$ cat config.mk
export PLATFORM = sky130hd
export DESIGN_NAME = vga_timing_gen
export DESIGN_NICKNAME = d
export VERILOG_FILES = /design/src/rtl/vga_timing_gen.sv
export SDC_FILE = /design/constraint.sdc
export NUM_CORES = 1
export LEC_CHECK = 0
export CORE_UTILIZATION = 35
export CTS_CLUSTER_SIZE = 8
export DETAILED_ROUTE_END_ITERATION = 7
export GPL_TIMING_DRIVEN = 0
export PLACE_DENSITY_LB_ADDON = 0.05
export SYNTH_ARGS = -nofsm -noshare
export SYNTH_HDL_FRONTEND = slang
export SYNTH_SLANG_ARGS = --single-unit
export TNS_END_PERCENT = 1
$ cat constraint.sdc
create_clock -name clock -period 2.6 [get_ports clock]
set_input_delay 0.52 -clock clock [delete_from_list [all_inputs] [get_ports clock]]
set_output_delay 0.52 -clock clock [all_outputs]
set_load 0.03 [all_outputs]
$ cat src/rtl/vga_timing_gen.sv
// Parametrised VGA raster timing generator: integer pixel prescaler, h/v counters,
// registered sync/draw/marker decodes and a pixel-tick strobe.
module vga_timing_gen #(
   parameter int unsigned H_ACTIVE = 640,
   parameter int unsigned H_FP     = 16,
   parameter int unsigned H_SYNC   = 96,
   parameter int unsigned H_BP     = 48,
   parameter int unsigned V_ACTIVE = 480,
   parameter int unsigned V_FP     = 10,
   parameter int unsigned V_SYNC   = 2,
   parameter int unsigned V_BP     = 33,
   parameter logic        H_POL    = 1'b0,
   parameter logic        V_POL    = 1'b0,
   parameter int unsigned CLK_DIV  = 1,
   localparam int unsigned H_TOTAL = H_ACTIVE + H_FP + H_SYNC + H_BP,
   localparam int unsigned V_TOTAL = V_ACTIVE + V_FP + V_SYNC + V_BP,
   localparam int unsigned XW      = $clog2(H_TOTAL),
   localparam int unsigned YW      = $clog2(V_TOTAL)
) (
   input  logic          clock,
   input  logic          reset,
   input  logic          enable,
   output logic          pix_tick,
   output logic          hs,
   output logic          vs,
   output logic          draw,
   output logic [XW-1:0] x,
   output logic [YW-1:0] y,
   output logic          line_start,
   output logic          frame_start
);

   localparam int unsigned PW     = (CLK_DIV > 1) ? $clog2(CLK_DIV) : 1;
   localparam int unsigned HS_BEG = H_ACTIVE + H_FP;
   localparam int unsigned HS_END = HS_BEG + H_SYNC;
   localparam int unsigned VS_BEG = V_ACTIVE + V_FP;
   localparam int unsigned VS_END = VS_BEG + V_SYNC;

   logic [PW-1:0] r_p;
   logic [PW-1:0] w_p_nxt;
   logic          w_tick;
   logic [XW-1:0] r_x;
   logic [XW-1:0] w_x_nxt;
   logic [YW-1:0] r_y;
   logic [YW-1:0] w_y_nxt;
   logic          w_hs;
   logic          w_vs;
   logic          w_draw;
   logic          w_line_start;
   logic          w_frame_start;

   logic          r_pix_tick;
   logic          r_hs;
   logic          r_vs;
   logic          r_draw;
   logic          r_line_start;
   logic          r_frame_start;

   // Prescaler and raster position advance
   always_comb begin : next_pos
      w_tick  = enable && (r_p == PW'(CLK_DIV - 1));
      w_p_nxt = r_p;
      w_x_nxt = r_x;
      w_y_nxt = r_y;
      if (enable) begin
         w_p_nxt = w_tick ? '0 : r_p + PW'(1);
      end
      if (w_tick) begin
         if (r_x == XW'(H_TOTAL - 1)) begin
            w_x_nxt = '0;
            w_y_nxt = (r_y == YW'(V_TOTAL - 1)) ? '0 : r_y + YW'(1);
         end else begin
            w_x_nxt = r_x + XW'(1);
         end
      end
   end

   // Decodes are taken from the post-update position so they align with x/y
   always_comb begin : decode
      w_hs          = ((32'(w_x_nxt) >= HS_BEG) && (32'(w_x_nxt) < HS_END)) ? H_POL : ~H_POL;
      w_vs          = ((32'(w_y_nxt) >= VS_BEG) && (32'(w_y_nxt) < VS_END)) ? V_POL : ~V_POL;
      w_draw        = (32'(w_x_nxt) < H_ACTIVE) && (32'(w_y_nxt) < V_ACTIVE);
      w_line_start  = (w_x_nxt == '0);
      w_frame_start = (w_x_nxt == '0) && (w_y_nxt == '0);
   end

   // Reset parks the raster on the last pixel of the frame, so the first tick lands on (0,0)
   always_ff @(posedge clock) begin
      if (reset) begin
         r_p           <= '0;
         r_x           <= XW'(H_TOTAL - 1);
         r_y           <= YW'(V_TOTAL - 1);
         r_pix_tick    <= 1'b0;
         r_hs          <= ~H_POL;
         r_vs          <= ~V_POL;
         r_draw        <= 1'b0;
         r_line_start  <= 1'b0;
         r_frame_start <= 1'b0;
      end else begin
         r_p        <= w_p_nxt;
         r_pix_tick <= w_tick;
         if (w_tick) begin
            r_x           <= w_x_nxt;
            r_y           <= w_y_nxt;
            r_hs          <= w_hs;
            r_vs          <= w_vs;
            r_draw        <= w_draw;
            r_line_start  <= w_line_start;
            r_frame_start <= w_frame_start;
         end
      end
   end

   assign pix_tick    = r_pix_tick;
   assign hs          = r_hs;
   assign vs          = r_vs;
   assign draw        = r_draw;
   assign x           = r_x;
   assign y           = r_y;
   assign line_start  = r_line_start;
   assign frame_start = r_frame_start;

endmodule

Word-level counts from Yosys, hierarchy flattened
Cells that the tools add are included.
{ "totals": {"mem_count": 0, "romBits": 0, "reg_bits": 27, "ram_bits": 0, "latchBits": 0} }
{ "classes": {"add_sub_neg": 3, "reduce_logical": 7, "eq_ne": 2, "bitwise_logic": 1, "n_mul": 0, "div_mod_pow": 0, "n_lt_le_gt_ge": 6, "muxes": 8, "shift": 0} }
{ "op_table": {"columns": ["op", "n"], "rows": [
  ["$mux 10", 5],
  ["$add 10x1->10 const B", 2],
  ["$eq 10x10->1 const B", 2],
  ["$logic_not 10->1", 2],
  ["$lt 10x10->1 const B", 2],
  ["$lt 10x9->1 const B", 2],
  ["$ge 10x10->1 const B", 1],
  ["$ge 10x9->1 const B", 1],
  ["$logic_and 1x1->1", 5],
  ["$mux 1", 3],
  ["$add 1x1->1 const B", 1],
  ["$not 1->1", 1]
]} }

Longest topological paths before layout
{ "depth": {"word_depth": 7, "mapped_depth": 9} }

Least setup slack after synthesis
OpenSTA, ideal clock, no wires.
{ "synth_path": {"path_kind": "register to register", "start": "reg r_x[0] (netlist: x[0])", "end": "reg r_vs (netlist: vs)", "arrival_ns": 2.265, "setup_time_ns": 0.128, "path_slack_ns": 0.207, "path_stages_with_launch": 9, "required_ns": 2.472, "path_cell_list": "dfxtp_1 > ha_1 > and4b_1 > nand3_1 > buf_2 > nor4_1 > nor2_1 > nor4_2 > a31oi_1"} }
{ "synth_between": {"elab_chain_len": 6} }
{ "synth_rtl": {"columns": ["item", "line", "text"], "rows": [
  ["start, declared", "42", "logic [XW-1:0] r_x;"],
  ["start signal, assigned", "91", "r_x <= XW'(H_TOTAL - 1);"],
  ["start signal, assigned", "103", "r_x <= w_x_nxt;"],
  ["$eq 10x10->1 *", "69", "if (r_x == XW'(H_TOTAL - 1)) begin"],
  ["$mux 10 *", "69", null],
  ["$mux 10 *", "68", "if (w_tick) begin"],
  ["$ge 10x9->1 / $lt 10x9->1 (equally long branches)", "81", "w_vs = ((32'(w_y_nxt) >= VS_BEG) && (32'(w_y_nxt) < VS_END)) ? V_POL : ~V_POL;"],
  ["$logic_and 1x1->1 *", "81", null],
  ["$mux 1 *", "81", null],
  ["end signal, assigned", "95", "r_vs <= ~V_POL;"],
  ["end signal, assigned", "106", "r_vs <= w_vs;"],
  ["end, declared", "54", "logic r_vs;"]
]} }
Every way passes the cells marked *; elsewhere a longest branch is shown, timed or not.
A chain may end at the register's enable or synchronous reset.

Worst setup path in the final report
{ "layout_path": {"start": "reg r_x[0] (netlist: x[0])", "end": "reg r_frame_start (netlist: frame_start)"} }
{ "layout_between": {"elab_chain_len": 5} }
{ "layout_rtl": {"columns": ["item", "line", "text"], "rows": [
  ["$add 10x1->10 / $eq 10x10->1 (equally long branches)", "73, 69", null],
  ["$mux 10", "69", null],
  ["$mux 10", "68", null],
  ["$logic_not 10->1", "84", "w_frame_start = (w_x_nxt == '0) && (w_y_nxt == '0);"],
  ["$logic_and 1x1->1 *", "84", null],
  ["end signal, assigned", "109", "r_frame_start <= w_frame_start;"],
  ["end, declared", "57", "logic r_frame_start;"]
]} }
Marked as above.

==> impl_metrics.tcl <==
set metrics [dict create \
    status "completed" \
    maxCapViolations 0 \
    synth_top_family_by_area "simple AND/OR/NAND/NOR gates" \
    num_io_pins 29 \
    synth_simple_gate_area_share 0.364 \
    finish.cell_count_without_fillers 285 \
    power.leakage_nw 0.733 \
    design_area_final_mm2 0.00206 \
    worst_slack_ps 191 \
    timing_worst_setup_path_type "flop to flop" \
    grt_use_total 0.189 \
    slew_violations 0 \
    setup_violations 0 \
    grt-ovfl-total 0 \
    netlist_instances 201 \
    horiz_die_dim_um 70.4 \
    crit_path_end_kind "flop" \
    max_freq_mhz 415 \
    final_net_count 240 \
    worstPathMaxFanout 10 \
    synth_edf_count 0 \
    drc 0 \
    via_count 1623 \
    worst_setup_path_startpoint "x[0]$_SDFFE_PP1P_" \
    place.detailed.instances 281 \
    coreArea_mm2 0.00441 \
    gpl.final_weighted_congestion 0.872 \
    layout_min_cycle_time_ps 2410 \
    num_antenna_cells 0 \
    layout-area-overhead-vs-synth_pct 25.8 \
    ant_nets 0 \
    number_of_clock_sinks 27 \
    htree_levels 1 \
    post-synth-top-area-cell "sky130_fd_sc_hd__dfxtp_1" \
    clock_skew_ps 4.41 \
    overall_die_area_mm2 0.00496 \
    post-synth-top-count-cell "sky130_fd_sc_hd__dfxtp_1" \
    fraction_of_the_mapped_netlist_area_in_compound_gates 0.194 \
    netlist_top_cells_area "sky130_fd_sc_hd__dfxtp_1, sky130_fd_sc_hd__nor2_1, sky130_fd_sc_hd__nand4_1" \
    antenna_found_initial 0 \
    dr.pass1.iters 4 \
    start_util 0.371 \
    wirelength_um 4540 \
    cellPowerDensity_mw_per_mm2 559 \
    drt_iter0_drc 117 \
    avgSynthCellArea_um2 8.15 \
    yosysWarnings 0 \
    hold_path.startpoint "line_start$_SDFFE_PP0P_" \
    critical_r2r_launch "x[0]$_SDFFE_PP1P_" \
    io_buffer_count 28 \
    synth.area.mux_share 0 \
    ctsRootBufferMaster "sky130_fd_sc_hd__clkbuf_8" \
    headroom_to_the_max_slew_limit 0.619 \
    rsz_0062_raised_after_global_routing "false" \
    synth_xor_xnor_area_share 0.0267 \
    drt-vias-per-instance 5.69 \
    period_share 0.927 \
    critical_path.startpoint_type "flop" \
    die_h_um 70.4 \
    ys_seq_area_frac 0.330 \
    flops_latches_synth 27 \
    synthFlopType "sky130_fd_sc_hd__dfxtp_1" \
    clock_latency_ps 290 \
    cts_inserted_buffers 3 \
    post_route_cells_drive_above_1_share 0.124 \
    grt_first_pass_wirelength_um 7470 \
    tritoncts "done" \
    clock_path_buffers 2 \
    routed_wire_length_per_instance_um 15.9 \
    grt_max_degree 15 \
    dp.final_hpwl_um 3260 \
    adder_cell_fraction_of_synth_area 0.0229 \
    fp-row-count 24 \
    number_of_global_route_vias_before_repair 1522 \
    required_ps 2810 \
    synth_top_cells_by_count "sky130_fd_sc_hd__dfxtp_1, sky130_fd_sc_hd__nor2_1, sky130_fd_sc_hd__nand2_1" \
    netlist_area_mm2 0.00164 \
    path_clk_slew_ps 100 \
    dpl_cell_area_mm2 0.00198 \
    max-vdd-ir-drop_uv 230 \
    worst_pin_slew_ps 572 \
    place_ws_ps -293 \
    top_area_cell_type_share_of_the_netlist_area 0.330 \
    final-hold-violation-count 0 \
    worstHoldPathType "flop to flop" \
    synthesis.nets 207 \
    async_flop_share 0 \
    postCtsHoldBufs 0 \
    worst_ep_arrival_time_ps 2620 \
    count_of_unique_library_cells_instantiated_by_yosys 58 \
]
==> metrics by stage <==
step           power [W]  TNS (ps)   util  hold slack, ps
2_1_floorplan   0.000765         0      -             495
3_3_place_gp    0.000887      -820  0.449             452
3_5_place_dp    0.000890      -934  0.449             460
4_1_cts          0.00115         0  0.460             479
5_1_grt          0.00121         0  0.467             526
6_report         0.00115         0  0.467             478
==> per-layer routing <==
metal | wire length [um] | track usage | vias up
li1 | - | - | 818
met1 | 2320 | 0.281 | 761
met2 | 1990 | 0.280 | 39
met3 | 177 | 0.0231 | 5
met4 | 56 | 0.0600 | 0
met5 | 0 | 0 | -
==> cell usage in the layout (no fill, tap or decap), types with 5 or more instances in the layout <==
cell                               n
sky130_fd_sc_hd__o211ai_1          6
sky130_fd_sc_hd__clkdlybuf4s50_1  27
sky130_fd_sc_hd__a21oi_1           9
sky130_fd_sc_hd__nand2_1          13
sky130_fd_sc_hd__o21ai_0           7
sky130_fd_sc_hd__inv_1             5
sky130_fd_sc_hd__and2_1            7
sky130_fd_sc_hd__nor2_1           16
sky130_fd_sc_hd__dfxtp_1          26
sky130_fd_sc_hd__nand3_1          11
sky130_fd_sc_hd__buf_2             7
sky130_fd_sc_hd__nor3_1            6
sky130_fd_sc_hd__nand4_1           9
==> final timing paths <==
| path | to | slack (ps) | cells past startpoint |
|---|---|---|---|
| max reg2reg | frame_start$_SDFFE_PP0P_ | 190 | 7 |
| min reg2reg | line_start$_SDFFE_PP0P_ | 480 | 2 |
| max | frame_start$_SDFFE_PP0P_ | 190 | 7 |
| min | line_start$_SDFFE_PP0P_ | 480 | 2 |
==> kinds of logic after synthesis <==
| group | count (synthesis) |
|---|---|
| buffers and inverters | 21 |
| adders and majority gates | 3 |
| AOI/OAI and AO/OA | 45 |
| xor gates and xnor gates | 5 |
| and+or+nand+nor | 100 |
| DFF | 27 |
==> layout make-up <==
type	instances	area [um2]
multi-input cells	153	1020
clock buffers	4	45.0
repair buffers	28	283
well taps	52	65.1
inverters	6	22.5
fillers	426	2350
flip-flops and latches	27	542
plain buffers	15	81.3
==> power breakdown <==
part,internal (W),total (W),switching [W]
Combinational,0.000174,0.000424,0.000250
Clock,0.000111,0.000262,0.000152
Sequential,0.000440,0.000466,0.0000264
Total,0.000725,0.00115,0.000428
==> worst max-delay path, cell delays in order (launching register included) <==
cell,delay (ps)
sky130_fd_sc_hd__dfxtp_2,430
sky130_fd_sc_hd__ha_1,270
sky130_fd_sc_hd__and4b_2,310
sky130_fd_sc_hd__nand3_1,160
sky130_fd_sc_hd__clkbuf_4,250
sky130_fd_sc_hd__a211oi_1,510
sky130_fd_sc_hd__nand4_1,170
sky130_fd_sc_hd__o31ai_1,230
==> registers in the layout, summed over array words and instances (netlist names) <==
register	cells
vs	1
r_p	1
pix_tick	1
draw	1
x	10
y	10
line_start	1
frame_start	1
hs	1
==> timing repair <==
| item | CTS | global route |
|---|---|---|
| setup endpoints to repair | 1 | 3 |
| buffers inserted | 0 | 0 |
| gates resized for setup | 1 | 7 |
| pin swaps | 0 | 2 |
(Power assumes the default switching activity.)
